$ cat src/rtl/uart_tx_arbiter.sv
// Two-requester round-robin arbiter feeding a byte-wide UART transmitter.
// Ports: CLK/RST (sync, active-low), ALU_* (2-byte requester A), RF_* (1-byte requester B),
//        TX_P_Data/TX_Data_Valid/TX_Busy (UART side), Frames_Sent, Ctrl_Busy.
module uart_tx_arbiter #(
  parameter int DATA_WIDTH = 8
) (
  input  logic                    CLK,
  input  logic                    RST,
  input  logic [2*DATA_WIDTH-1:0] ALU_Data,
  input  logic                    ALU_Valid,
  output logic                    ALU_Ready,
  input  logic [DATA_WIDTH-1:0]   RF_Data,
  input  logic                    RF_Valid,
  output logic                    RF_Ready,
  output logic [DATA_WIDTH-1:0]   TX_P_Data,
  output logic                    TX_Data_Valid,
  input  logic                    TX_Busy,
  output logic [7:0]              Frames_Sent,
  output logic                    Ctrl_Busy
);

  typedef enum logic [1:0] {
    S_IDLE,
    S_SEND,
    S_WAIT_START,
    S_WAIT_DONE
  } state_t;

  state_t r_state;
  state_t w_next;

  logic                    r_last_b;
  logic [2*DATA_WIDTH-1:0] r_hold;
  logic [1:0]              r_bytes;
  logic [DATA_WIDTH-1:0]   r_tx_data;
  logic [7:0]              r_frames;

  logic w_idle;
  logic w_grant_a;
  logic w_grant_b;
  logic w_done;
  logic w_more;

  // state register
  always_ff @(posedge CLK) begin
    if (!RST) r_state <= S_IDLE;
    else      r_state <= w_next;
  end

  // next-state logic
  always_comb begin
    w_next = r_state;
    unique case (r_state)
      S_IDLE: begin
        if (w_grant_a || w_grant_b) w_next = S_SEND;
      end
      S_SEND: begin
        if (!TX_Busy) w_next = S_WAIT_START;
      end
      S_WAIT_START: begin
        if (TX_Busy) w_next = S_WAIT_DONE;
      end
      S_WAIT_DONE: begin
        if (!TX_Busy) w_next = w_more ? S_SEND : S_IDLE;
      end
      default: w_next = S_IDLE;
    endcase
  end

  // outputs and grant decode; everything gated while reset is held
  always_comb begin
    w_idle        = RST && (r_state == S_IDLE);
    // tie goes to whichever requester was not served last
    w_grant_a     = w_idle && ALU_Valid && (!RF_Valid || r_last_b);
    w_grant_b     = w_idle && RF_Valid && (!ALU_Valid || !r_last_b);
    w_done        = (r_state == S_WAIT_DONE) && !TX_Busy;
    w_more        = (r_bytes > 2'd1);
    ALU_Ready     = w_grant_a;
    RF_Ready      = w_grant_b;
    TX_Data_Valid = RST && (r_state == S_SEND) && !TX_Busy;
    Ctrl_Busy     = RST && (r_state != S_IDLE);
  end

  // datapath: the current byte is preloaded so it is
  // already on TX_P_Data during the whole SEND state
  always_ff @(posedge CLK) begin
    if (!RST) begin
      r_last_b  <= 1'b1;
      r_hold    <= '0;
      r_bytes   <= 2'd0;
      r_tx_data <= '0;
      r_frames  <= 8'd0;
    end else begin
      if (w_grant_a) begin
        r_hold    <= ALU_Data;
        r_bytes   <= 2'd2;
        r_last_b  <= 1'b0;
        r_tx_data <= ALU_Data[DATA_WIDTH-1:0];
      end else if (w_grant_b) begin
        r_hold    <= {{DATA_WIDTH{1'b0}}, RF_Data};
        r_bytes   <= 2'd1;
        r_last_b  <= 1'b1;
        r_tx_data <= RF_Data;
      end
      if (w_done) begin
        r_frames <= r_frames + 8'd1;
        r_bytes  <= r_bytes - 2'd1;
        if (w_more) begin
          r_hold    <= r_hold >> DATA_WIDTH;
          r_tx_data <= r_hold[2*DATA_WIDTH-1:DATA_WIDTH];
        end
      end
    end
  end

  assign TX_P_Data   = r_tx_data;
  assign Frames_Sent = r_frames;

endmodule

$ cat config.mk
export PLATFORM = sky130hd
export DESIGN_NAME = uart_tx_arbiter
export DESIGN_NICKNAME = d
export VERILOG_FILES = /design/src/rtl/uart_tx_arbiter.sv
export SDC_FILE = /design/constraint.sdc
export NUM_CORES = 1
export LEC_CHECK = 0
export BUFFER_PORTS_ARGS = -buffer_cell sky130_fd_sc_hd__clkbuf_2
export CORE_MARGIN = 8
export CORE_UTILIZATION = 50
export CTS_CLUSTER_SIZE = 14
export DETAILED_ROUTE_END_ITERATION = 8
export GPL_TIMING_DRIVEN = 0
export PLACE_DENSITY = 0.79
export SETUP_SLACK_MARGIN = 0.02
export SYNTH_ARGS = -nofsm -noshare
export SYNTH_HDL_FRONTEND = slang
export SYNTH_SLANG_ARGS = --single-unit
$ cat constraint.sdc
create_clock -name CLK -period 1.88 [get_ports CLK]
set_clock_uncertainty 0.15 [all_clocks]
set_input_delay 0.188 -clock CLK [delete_from_list [all_inputs] [get_ports CLK]]
set_output_delay 0.188 -clock CLK [all_outputs]
set_load 0.01 [all_outputs]
==> results of run 1 <==
[flip-flops by register name, indices dropped and copies added (netlist names)]
signal / count
r_bytes: 2
Frames_Sent: 8
r_state: 2
r_last_b: 1
TX_P_Data: 8
r_hold: 8
[routing by layer]
layer  vias up  track usage [%]  wire length (microns)
met5         -                0                      0
li1        757                -                      -
met3         8             6.56                    310
met2        46             27.1                   1980
met4         0             6.35                     73
met1       709             21.6                   1800
[critical path, delay by kind of cell, from the launching register on]
family | cells | cell delay, ns
adders and majority gates | 1 | 0.16
DFF | 1 | 0.35
buffers and inverters | 4 | 0.46
and+or+nand+nor | 1 | 0.11
[where the power goes]
| part | leakage, nW | internal [mW] | total, mW | switching, mW |
|---|---|---|---|---|
| Combinational | 0.685 | 0.303 | 0.637 | 0.334 |
| Sequential | 0.237 | 0.690 | 0.746 | 0.0555 |
| Clock | 0.0413 | 0.216 | 0.444 | 0.228 |
| Total | 0.963 | 1.21 | 1.83 | 0.618 |
[stage by stage]
stage | instance area, sq um | util (%) | std cells
finish | 2100 | 69.8 | 273
global route | 2100 | 69.8 | 273
CTS | 2090 | 69.6 | 273
detailed placement | 1830 | 60.8 | 246
global placement | 1830 | 60.8 | 246
floorplan | 1550 | - | 165
[logic make-up after synthesis]
group                      Yosys count  share of synthesized area [%]
DFF                                 29                           37.6
AOI/OAI and AO/OA                   48                           24.9
buffers and inverters               14                           5.59
muxes                                1                          0.648
and+or+nand+nor                     60                           22.3
xor gates and xnor gates             6                           3.40
adders and majority gates            7                           5.67
[cells in the mapped netlist, types with 4 or more instances]
cell type | number | area share, %
sky130_fd_sc_hd__and2_1 | 6 | 2.4
sky130_fd_sc_hd__xnor2_1 | 4 | 2.3
sky130_fd_sc_hd__nand2_1 | 16 | 3.9
sky130_fd_sc_hd__o21ai_0 | 4 | 1.3
sky130_fd_sc_hd__a2bb2oi_1 | 8 | 4.5
sky130_fd_sc_hd__inv_1 | 5 | 1.2
sky130_fd_sc_hd__dfxtp_1 | 29 | 38
sky130_fd_sc_hd__ha_1 | 7 | 5.7
sky130_fd_sc_hd__nor2_1 | 17 | 4.1
sky130_fd_sc_hd__a22oi_1 | 16 | 7.8
sky130_fd_sc_hd__o31ai_1 | 8 | 3.9
[cell type report]
type	instances	area (sq um)
buffer	8	67.6
clock buffer	7	65.1
clock inverter	1	5.00
fill	243	907
inverter	6	25.0
multi-input combinational	122	887
sequential	29	582
tap	33	41.3
timing repair buffer	67	423
[path summary, 6_finish.rpt]
check,from,endpoint
worst max-delay path,r_state[1],ALU_Ready
worst min-delay path,RST,TX_P_Data[4]
worst max register to register,r_state[1],TX_P_Data[5]
worst min register to register,r_hold[14],TX_P_Data[6]
[timing repair]
| item | CTS | global route |
|---|---|---|
| hold buffers | 16 | 0 |
| endpoints found under the hold margin | 16 | 0 |
| gates resized for setup | 2 | 5 |
| setup buffers | 3 | 0 |
| pin swaps | 2 | 1 |
| endpoints found under the setup margin | 2 | 5 |
==> results, run 1 <==
- The HPWL after detailed placement is 2870 microns.
- The total of buffers placed on input and output ports is 48.
- The critical path class is reg -> out.
- For the worst flop-to-flop path, the logic depth is 5.
- Setup violations remaining at the end of the flow were counted as 0.
- The tightest hold path in the finished design has a slack of about 0.10 ns.
- Across the run, the number of max-cap violations was 0.
- The leading register cell type out of synthesis is sky130_fd_sc_hd__dfxtp_1.
- The core region is 3000 sq um.
- The total count of max-transition violations in the final report was 0.
- The count of yosys warnings during synthesis is 0.
- The synthesized instance count is approximately 170.
- After layout, the design draws a total of 1.83 mW.
- The number of global-route vias before repair was 1496.
- The number of optimization iterations in the first detailed-route pass is 4.
- Once detail routing completed, the nets flagged for antenna violations numbered 0.
- Across all register-to-register paths, the minimum setup slack is roughly 0.14 ns.
- Data on the critical path arrives at its endpoint at between 1 and 1.5 ns.
- Summed over all layers, the routed wires come to 4160 microns.
- Once the floorplan was initialized, standard cells occupied 51.5% of the core.
- The share of post-route cells with drive strength above 1 is 34.2%.
- The worst setup path is launched from a flop.
- In the final routed layout, each cell accounts on average for roughly 15 microns.
- The worst pin sits at a relative slew slack of 73.3%.
- After detailed routing, the number of vias per cell comes to 5.57.
- The total power density per cell area is 872 nW/um^2.
- The share of the Yosys chip area taken by registers is about 38%.
- The peak supply drop is 0.539 mV.
- The initialized floorplan defines 20 standard-cell rows.
- The delay of the slowest critical-path stage is 0.35 ns.
- The number of nets in the finished design is 275.
- The flow ran to the end, and the final reports show no timing, DRC or antenna violations.
- Data on the critical path is required at its endpoint by 1.54 ns.
- The width of the die is a little over 70 microns.
- The clock drives 29 sinks.
- After routing, the total negative slack on setup checks comes to 0 ns.
- For this run, the total global-route usage over all layers was measured as between 10% and 20%.
- Counting flops with a built-in enable in the synthesized netlist gives 0.
- The number of diodes is 0.
- The DRC violation total after the first TritonRoute iteration is 111.
- In this run the vertical extent of the chip is 71.6 microns.
- The H-tree was split into 2 levels.
- The number of clock buffers added by TritonCTS is 5.
- The maximum clock path buffer count is 2.
- The post-place setup slack is around 0.096 ns.
- The area of the mapped netlist is 1550 sq um.
- TritonCTS built the clock tree.
- Counting I/O delays and the setup requirement, the final critical path takes 1.75 ns.
- Of all flip-flops after synthesis, the portion carrying an async set or reset was 0%.
- The I/O pin count is 49.
- The cell sitting at the root of the clock tree is a sky130_fd_sc_hd__clkbuf_4.
- The total die area is a little over 5000 sq um.
- Along the worst path, the maximum fanout reaches 8.
- The first global-routing pass estimated 7160 microns of wire.
- In this run the mean area of a mapped cell was approximately 9.4 sq um.
- Dividing the final minimum period by the clock period gives 93.1%.
- The slew at the pin closest to its max-slew limit is 0.400 ns.
- The reported leakage power is about 0.96 nW.
- The number of hold-slack violations in the final timing report was 0.
- The weighted congestion reported at the end of routability-driven placement is 0.779.
- The total overflow left after global routing is 0.
- The kind of path behind the tightest hold check is in -> reg.
- The maximum number of pins on one net before global-route repair is 11.
- STA classifies the critical path endpoint as an output pin.
- For this design, the slowest cell found on the critical path is sky130_fd_sc_hd__dfxtp_1.
- From synthesis to final layout, the design area changed by 35.6%.
- The number of nets in the synthesized netlist is 201.
- The post-CTS clock slew at the launch and capture registers of the worst setup and hold paths is 0.09 ns.
- Setup repair after global routing left no endpoint under its margin.
- In the layout the commonest cells are sky130_fd_sc_hd__clkbuf_2, sky130_fd_sc_hd__dfxtp_1, sky130_fd_sc_hd__nor2_1.
- The clock network latency to the later pin of the worst-skew pair is 0.33 ns.
- The least setup slack across all paths after layout is 0.130 ns.
- The register bit total from synthesis is 29.
- Counting distinct cell types in the post-synthesis netlist gives 42.
- The initial antenna violation count came to 0.
- Walking the worst path, the cells encountered are inv_2 > ha_1 > buf_6 > nand4_4 > inv_4 > clkbuf_2.
- The number of cells on the worst hold path is 3.
- Derived from the worst setup path, the maximum achievable clock frequency is around 570 MHz.
- The commonest non-fill, non-tap cell in the layout is sky130_fd_sc_hd__clkbuf_2.
- In the routed design, unresolved DRC markers number 0.
- Detailed routing inserted a total of 1520 vias.
Note: power is estimated with default switching activity, not from simulation.
==> inputs of run 2 (changes only) <==
Settings changed: CORE_ASPECT_RATIO set to 0.9.
==> run 2 against run 1 <==
  * Sequential power barely moved
  * Fmax fell by 1.1%
  * Design area fell by 0.42%
  * Critical path type unchanged
  * Largest cell class unchanged
==> results, run 2 (synthesis gave the netlist of run 1 again) <==
- The beginning of the worst register-to-register path is r_bytes[1] (was r_state[1]).
- The met1 layer usage reported by global route is 21.6% (about the same).
- The effective utilization at floorplan came to 51.6% (was 51.5%).
- The number of hold-slack violations in the final timing report is 0 (unchanged).
- The reported leakage power was 0.951 nW (was 0.963 nW).
- The part of the power in the clock network is 20.7% (was 24.3%).
- The number of nets in the finished design was 275 (unchanged).
- The maximum number of pins on one net before global-route repair is 11 (unchanged).
- The I/O pin count is 49 (unchanged).
- The category of the worst setup path capture point is an output pin (unchanged).
- The number of cells on the worst hold path came to 3 (unchanged).
- The switching power is 0.606 mW (was 0.618 mW).
- The clock network latency to the later pin of the worst-skew pair is 0.33 ns (about the same).
- The delay of the slowest critical-path stage came to 0.35 ns (about the same).
- The peak supply drop is 0.554 mV (was 0.539 mV).
- The DRC violation total after the first TritonRoute iteration was 182 (was 111).
- The critical path class is reg -> out (unchanged).
- The initial antenna violation count was 0 (unchanged).
- The total congestion overflow is 0 (unchanged).
- The busiest metal layer after global routing is met2 (unchanged).
- The per-cell via count in the routed design is 5.30 (was 5.57).
- The width of the die is 74.6 microns (was 71.6 microns).
- The internal power summed over all cells was 1.14 mW (was 1.21 mW).
- The number of placement rows is 19 (was 20).
- The minimum period implied by the final worst setup slack was 1.77 ns (was 1.75 ns).
- The highest-delay cell along the critical path is sky130_fd_sc_hd__dfxtp_2 (was sky130_fd_sc_hd__dfxtp_1).
- Most frequent cells in the layout: sky130_fd_sc_hd__clkbuf_2, sky130_fd_sc_hd__dfxtp_1, sky130_fd_sc_hd__nor2_1 (unchanged).
- The number of diodes is 0 (unchanged).
- The total die area came to 5130 sq um (about the same).
- The startpoint of the most critical hold path was RST (unchanged).
- The dominant delay contributor by cell family on the critical path is buffers and inverters (unchanged).
- The number of global-route vias before repair came to 1375 (was 1496).
- The CTS H-tree depth was 2 (unchanged).
- The number of max-cap violations is 0 (unchanged).
- The standard cell core area is 3000 sq um (about the same).
- The post-synthesis to final-layout area growth is 35.1% (was 35.6%).
- The summed negative setup slack over all endpoints is 0 ns (unchanged).
- The kind of path behind the tightest hold check was in -> reg (unchanged).
- The clock buffer count from CTS is 5 (unchanged).
- The switching share of power was 34.7% (was 33.8%).
- The worst reg-to-reg path cell count came to 5 (unchanged).
- The TritonCTS sink count is 29 (unchanged).
- The nature of the critical path startpoint is a flop (unchanged).
- The post-CTS clock slew at the launch and capture registers of the worst setup and hold paths is 0.09 ns (about the same).
- The DRC violation count after routing is 0 (unchanged).
- The worst-case hold slack was 0.0995 ns (was 0.103 ns).
- The total power density per cell area is 838 nW/um^2 (was 872 nW/um^2).
- The total vias in the final route is 1495 (was 1520).
- The routed wire length per instance is 14.9 microns (was 15.2 microns).
- The reg-to-reg critical path endpoint is TX_P_Data[6] (was TX_P_Data[5]).
- The final setup violation count is 0 (unchanged).
- The total count of max-transition violations in the final report is 0 (unchanged).
- The commonest non-fill, non-tap cell in the layout is sky130_fd_sc_hd__clkbuf_2 (unchanged).
- The proportion of power drawn by flip-flops and latches is 42.8% (was 40.8%).
- The share of post-route cells with drive strength above 1 is 32.5% (was 34.2%).
- The total of buffers placed on input and output ports is 48 (unchanged).
- The required time of the critical path is 1.54 ns (about the same).
- The tightest slew margin relative to the limit is 73.3% (about the same).
- The total global routing track utilization was 17.6% (was 17.5%).
- The register-to-register setup slack came to 0.14 ns (about the same).
- The wire length of the first global-routing pass was 6770 microns (was 7160 microns).
- The proportion of power drawn by combinational gates is 36.5% (was 34.9%).
- RSZ-0062 raised after global routing: no (unchanged).
- The part of the cycle the worst path needs is 94.1% (was 93.1%).
- The clock root buffer is sky130_fd_sc_hd__clkbuf_4 (unchanged).
- The fraction of met3 tracks used by global routing is 4.91% (was 6.56%).
- The final routed wirelength across all metal layers came to 4200 microns (was 4160 microns).
- The TritonCTS clock tree is done (unchanged).
- Outcome: complete, no violations (unchanged).
- The fraction of met2 tracks used by global routing was 26.5% (was 27.1%).
- The final antenna-violating net count was 0 (unchanged).
- The maximum achievable frequency was 565 MHz (was 571 MHz).
- The number of optimization iterations in the first detailed-route pass was 5 (was 4).
- The detailed-placement wirelength estimate is 2920 microns (was 2870 microns).
- The critical-path maximum fanout was 8 (unchanged).
- The slew at the pin closest to its max-slew limit came to 0.399 ns (was 0.400 ns).
- The maximum clock path buffer count was 2 (unchanged).
- The weighted congestion reported at the end of routability-driven placement is 0.777 (was 0.779).
- The floorplan die height was 68.7 microns (was 71.6 microns).
- The worst path buffer plus inverter count is 4 (unchanged).
- The arrival time at the worst endpoint is 1.43 ns (was 1.41 ns).
- The end point of the most critical hold path was TX_P_Data[3] (was TX_P_Data[4]).
- List of cells traversed by the critical path: inv_1 > ha_1 > buf_6 > nand4_4 > inv_4 > clkbuf_2 (was inv_2 > ha_1 > buf_6 > nand4_4 > inv_4 > clkbuf_2).
run 2: area by class of cell:
type,instances,area [sq um]
buffer,8,67.6
timing repair buffer,67,423
sequential,29,583
fill,242,908
multi-input combinational,122,887
clock buffer,8,48.8
inverter,6,25.0
tap,42,52.6
run 2: metal layers:
| metal | vias to the layer above | wire length (microns) |
|---|---|---|
| met5 | - | 0 |
| met4 | 0 | 157 |
| met3 | 14 | 280 |
| met2 | 39 | 1920 |
| met1 | 688 | 1840 |
| li1 | 754 | - |
run 2: power groups by stage:
stage | logic, mW | registers, mW | clock network, mW
6_report | 0.638 | 0.749 | 0.362
5_1_grt | 0.701 | 0.756 | 0.390
4_1_cts | 0.623 | 0.742 | 0.365
3_5_place_dp | 0.563 | 0.757 | 0
3_3_place_gp | 0.547 | 0.752 | 0
2_1_floorplan | 0.390 | 0.759 | 0
run 2: what timing repair did:
action / CTS / global route
pin swaps: 2 / 0
hold buffers: 16 / 0
endpoints found under the setup margin: 3 / 4
hold endpoints to repair: 16 / 0
buffers inserted: 3 / 0
resized for setup: 2 / 4
cloned: 0 / 0
run 2: worst max-delay path by stage:
| stage | start | end | cells after the start | slack, ns |
|---|---|---|---|---|
| 3_3_place_gp | r_state[0] | RF_Ready | 6 | 0.11 |
| 3_5_place_dp | r_state[0] | RF_Ready | 6 | 0.09 |
| 5_1_grt | r_bytes[1] | TX_P_Data[5] | 5 | 0.03 |
| 6_report | r_state[0] | ALU_Ready | 6 | 0.11 |
| 2_1_floorplan | r_state[0] | r_bytes[0] | 7 | 0.28 |
| 4_1_cts | r_state[0] | Ctrl_Busy | 5 | 0.02 |
run 2: worst min-delay path, delay by kind of cell:
family                 cells  cell delay, ns
AOI/OAI and AO/OA          2            0.20
buffers and inverters      1            0.14
run 2: per-stage QoR:
step / instances / area (sq um) / util (%) / power (mW) / setup WS, ns
final: 282 / 2090 / 69.7 / 1.75 / 0.111
after CTS: 282 / 2080 / 69.5 / 1.73 / 0.0232
after floorplan: 165 / 1550 / - / 1.15 / 0.280
after global routing: 282 / 2090 / 69.7 / 1.85 / 0.0294
after detailed placement: 255 / 1840 / 61.4 / 1.32 / 0.0858
after global placement: 255 / 1840 / 61.4 / 1.30 / 0.111
==> inputs of run 3 (changes only) <==
Clock period 1.88 ns to 2 ns, I/O delays scaled along.
==> run 3 against run 2 <==
  * The run now ends with negative hold slack left
  * Design area fell by 0.54%
  * Critical path depth did not move
  * Sequential power fell by 6.5%
  * Wire length fell by 0.57%
  * Combinational power fell by 6.3%
  * Setup slack improved by 0.012 ns
  * Count of clock-buffer cells in the layout did not move
  * Global-route usage fell by 0.12 points
  * First-iteration DRC count fell by 6.0%
  * Register-to-register slack improved by 0.08 ns
  * Total power fell by 6.4%
  * Clock power fell by 6.6%
  * Largest cell class unchanged
==> results, run 3 (synthesis gave the netlist of run 1 again) <==
- Outcome: complete, but fails checks (was complete, no violations).
- The final reports fail on negative hold slack.
- The initial antenna violation count came to 0 (unchanged).
- The clock network latency to the later pin of the worst-skew pair is 0.33 ns (about the same).
- The critical path class is reg -> out (unchanged).
- The nature of the critical path startpoint is a flop (unchanged).
- The peak supply drop is 0.514 mV (was 0.554 mV).
- The busiest metal layer after global routing is met2 (unchanged).
- The tightest slew margin relative to the limit is 73.6% (was 73.3%).
- The minimum period implied by the final worst setup slack is 1.88 ns.
- The delay of the slowest critical-path stage is 0.41 ns (was 0.35 ns).
- The final instance area is 2080 sq um (was 2090 sq um).
- Of the available clock period, the critical path in the final layout requires 93.9%.
- The weighted congestion reported at the end of routability-driven placement is 0.777 (unchanged).
- The end-of-flow core utilization was 69.3% (was 69.7%).
- The summed negative setup slack over all endpoints is 0 ns (unchanged).
- The routed wire length per instance is 14.8 microns (was 14.9 microns).
- The maximum clock path buffer count is 2 (unchanged).
- The least setup slack across all paths after layout came to 0.123 ns (was 0.111 ns).
- The width of the die is 74.6 microns (unchanged).
- The number of hold-slack violations in the final timing report is 1 (was 0).
- The overall power is 1.64 mW (was 1.75 mW).
- The critical-path maximum fanout is 8 (unchanged).
- The clock root buffer is sky130_fd_sc_hd__clkbuf_4 (unchanged).
- The arrival time at the worst endpoint came to 1.53 ns (was 1.43 ns).
- The share of post-route cells with drive strength above 1 was 32.1% (was 32.5%).
- The TritonCTS sink count was 29 (unchanged).
- The TritonCTS clock tree is done (unchanged).
- The kind of path behind the tightest hold check is in -> reg (unchanged).
- The total power density per cell area is 788 nW/um^2 (was 838 nW/um^2).
- The worst-case hold slack is -0.00386 ns (was 0.0995 ns).
- By instance count, the cell type seen most on the critical path is sky130_fd_sc_hd__inv_1.
- The number of global-route vias before repair is 1376 (was 1375).
- The required time of the critical path is 1.65 ns (was 1.54 ns).
- The DRC violation total after the first TritonRoute iteration was 171 (was 182).
- The total vias in the final route is 1489 (was 1495).
- The slew at the pin closest to its max-slew limit is 0.395 ns (was 0.399 ns).
- The category of the worst setup path capture point is an output pin (unchanged).
- The I/O pin count is 49 (unchanged).
- The post-place setup slack was 0.194 ns (was 0.0858 ns).
- The cell area after placement is 1840 sq um (unchanged).
- The commonest non-fill, non-tap cell in the layout is sky130_fd_sc_hd__clkbuf_2 (unchanged).
- The standard cell core area is 3000 sq um (unchanged).
- The maximum number of pins on one net before global-route repair was 11 (unchanged).
- The number of placed cells counting well taps is 255 (unchanged).
- The dominant delay contributor by cell family on the critical path is buffers and inverters (unchanged).
- The worst path buffer plus inverter count is 4 (unchanged).
- The final antenna-violating net count came to 0 (unchanged).
- The post-synthesis to final-layout area growth was 34.3% (was 35.1%).
- The clock buffer count from CTS is 5 (unchanged).
- The number of nets in the finished design is 275 (unchanged).
- The total congestion overflow is 0 (unchanged).
- RSZ-0062 raised after global routing: no (unchanged).
- The DRC violation count after routing is 0 (unchanged).
- The final cell count without fillers is 282 (unchanged).
- The wire length of the first global-routing pass is 6760 microns (was 6770 microns).
- Most frequent cells in the layout: sky130_fd_sc_hd__clkbuf_2, sky130_fd_sc_hd__dfxtp_1, sky130_fd_sc_hd__nor2_1, sky130_fd_sc_hd__nand2_1, sky130_fd_sc_hd__a22oi_1 (was sky130_fd_sc_hd__clkbuf_2, sky130_fd_sc_hd__dfxtp_1, sky130_fd_sc_hd__nor2_1).
- The CTS H-tree depth is 2 (unchanged).
- The post-CTS clock slew at the launch and capture registers of the worst setup and hold paths is 0.09 ns (about the same).
- The number of diodes is 0 (unchanged).
- The total of buffers placed on input and output ports came to 48 (unchanged).
- For this run, the top clock speed supported by timing is 533 MHz.
- The final routed wirelength across all metal layers is 4180 microns (was 4200 microns).
- The reported leakage power is 0.949 nW (was 0.951 nW).
- The fraction of met3 tracks used by global routing came to 5.20% (was 4.91%).
- The total count of max-transition violations in the final report came to 0 (unchanged).
- The floorplan die height came to 68.7 microns (unchanged).
- The detailed-placement wirelength estimate is 2920 microns (unchanged).
- The met1 layer usage reported by global route is 21.4% (was 21.6%).
- The total die area came to 5130 sq um (unchanged).
- The highest-delay cell along the critical path is sky130_fd_sc_hd__dfxtp_1 (was sky130_fd_sc_hd__dfxtp_2).
- The fraction of met2 tracks used by global routing is 27.2% (was 26.5%).
- The effective utilization at floorplan is 51.6% (unchanged).
- List of cells traversed by the critical path: inv_1 > ha_1 > buf_4 > nand4_4 > inv_1 > clkbuf_2 (was inv_1 > ha_1 > buf_6 > nand4_4 > inv_4 > clkbuf_2).
- The number of optimization iterations in the first detailed-route pass was 4 (was 5).
- The final setup violation count is 0 (unchanged).
- The number of max-cap violations came to 0 (unchanged).
- The per-cell via count in the routed design is 5.28 (was 5.30).
- The total global routing track utilization is 17.5% (was 17.6%).
- The number of placement rows is 19 (unchanged).
-- run 3: changes by cell type in the layout (fill, tap and decap cells not counted), sizes merged --
| cell | change |
|---|---|
| buf | +2 |
| dlygate4sd3 | -2 |
-- run 3: path summary, 6_finish.rpt --
check                                  from            to  slack [ns]  cells after the start
worst max register to register   r_state[1]    r_state[0]        0.22                      6
worst min-delay path            ALU_Data[7]  TX_P_Data[7]      -0.004                      3
worst min register to register   r_hold[11]  TX_P_Data[3]        0.32                      2
worst max-delay path             r_state[0]      RF_Ready        0.12                      6
-- run 3: worst register-to-register path, delay by kind of cell, from the launching register on --
kind / cells / cell delay (ns)
adder cells (fa/ha/maj): 1 / 0.21
buffers and inverters: 1 / 0.11
AO/OA/AOI/OAI: 3 / 0.58
flip-flops: 1 / 0.40
AND/OR/NAND/NOR: 1 / 0.29
-- run 3: where the power goes --
part	switching, mW	total, mW	internal, mW
Sequential	0.0529	0.700	0.647
Clock	0.198	0.338	0.140
Combinational	0.318	0.598	0.280
Total	0.569	1.64	1.07
-- run 3: per-layer routing --
layer	wire length, microns	part of all wire (%)	vias up
met3	303	7.3	11
met1	1810	43	688
met4	115	2.8	0
met2	1950	47	40
met5	0	0	-
li1	-	-	750
-- run 3: layout make-up --
| class | instances | area, sq um |
|---|---|---|
| fillers | 245 | 920 |
| clock buffers | 8 | 48.8 |
| well taps | 42 | 52.6 |
| multi-input cells | 122 | 887 |
| flip-flops and latches | 29 | 581 |
| repair buffers | 67 | 418 |
| plain buffers | 8 | 63.8 |
| inverters | 6 | 25.0 |
-- run 3: timing repair --
item	4_1_cts	5_1_grt
gates resized for setup	2	0
endpoints found under the setup margin	2	2
endpoints found under the hold margin	14	0
pin swaps	0	2
setup buffers	1	4
hold buffers	14	0
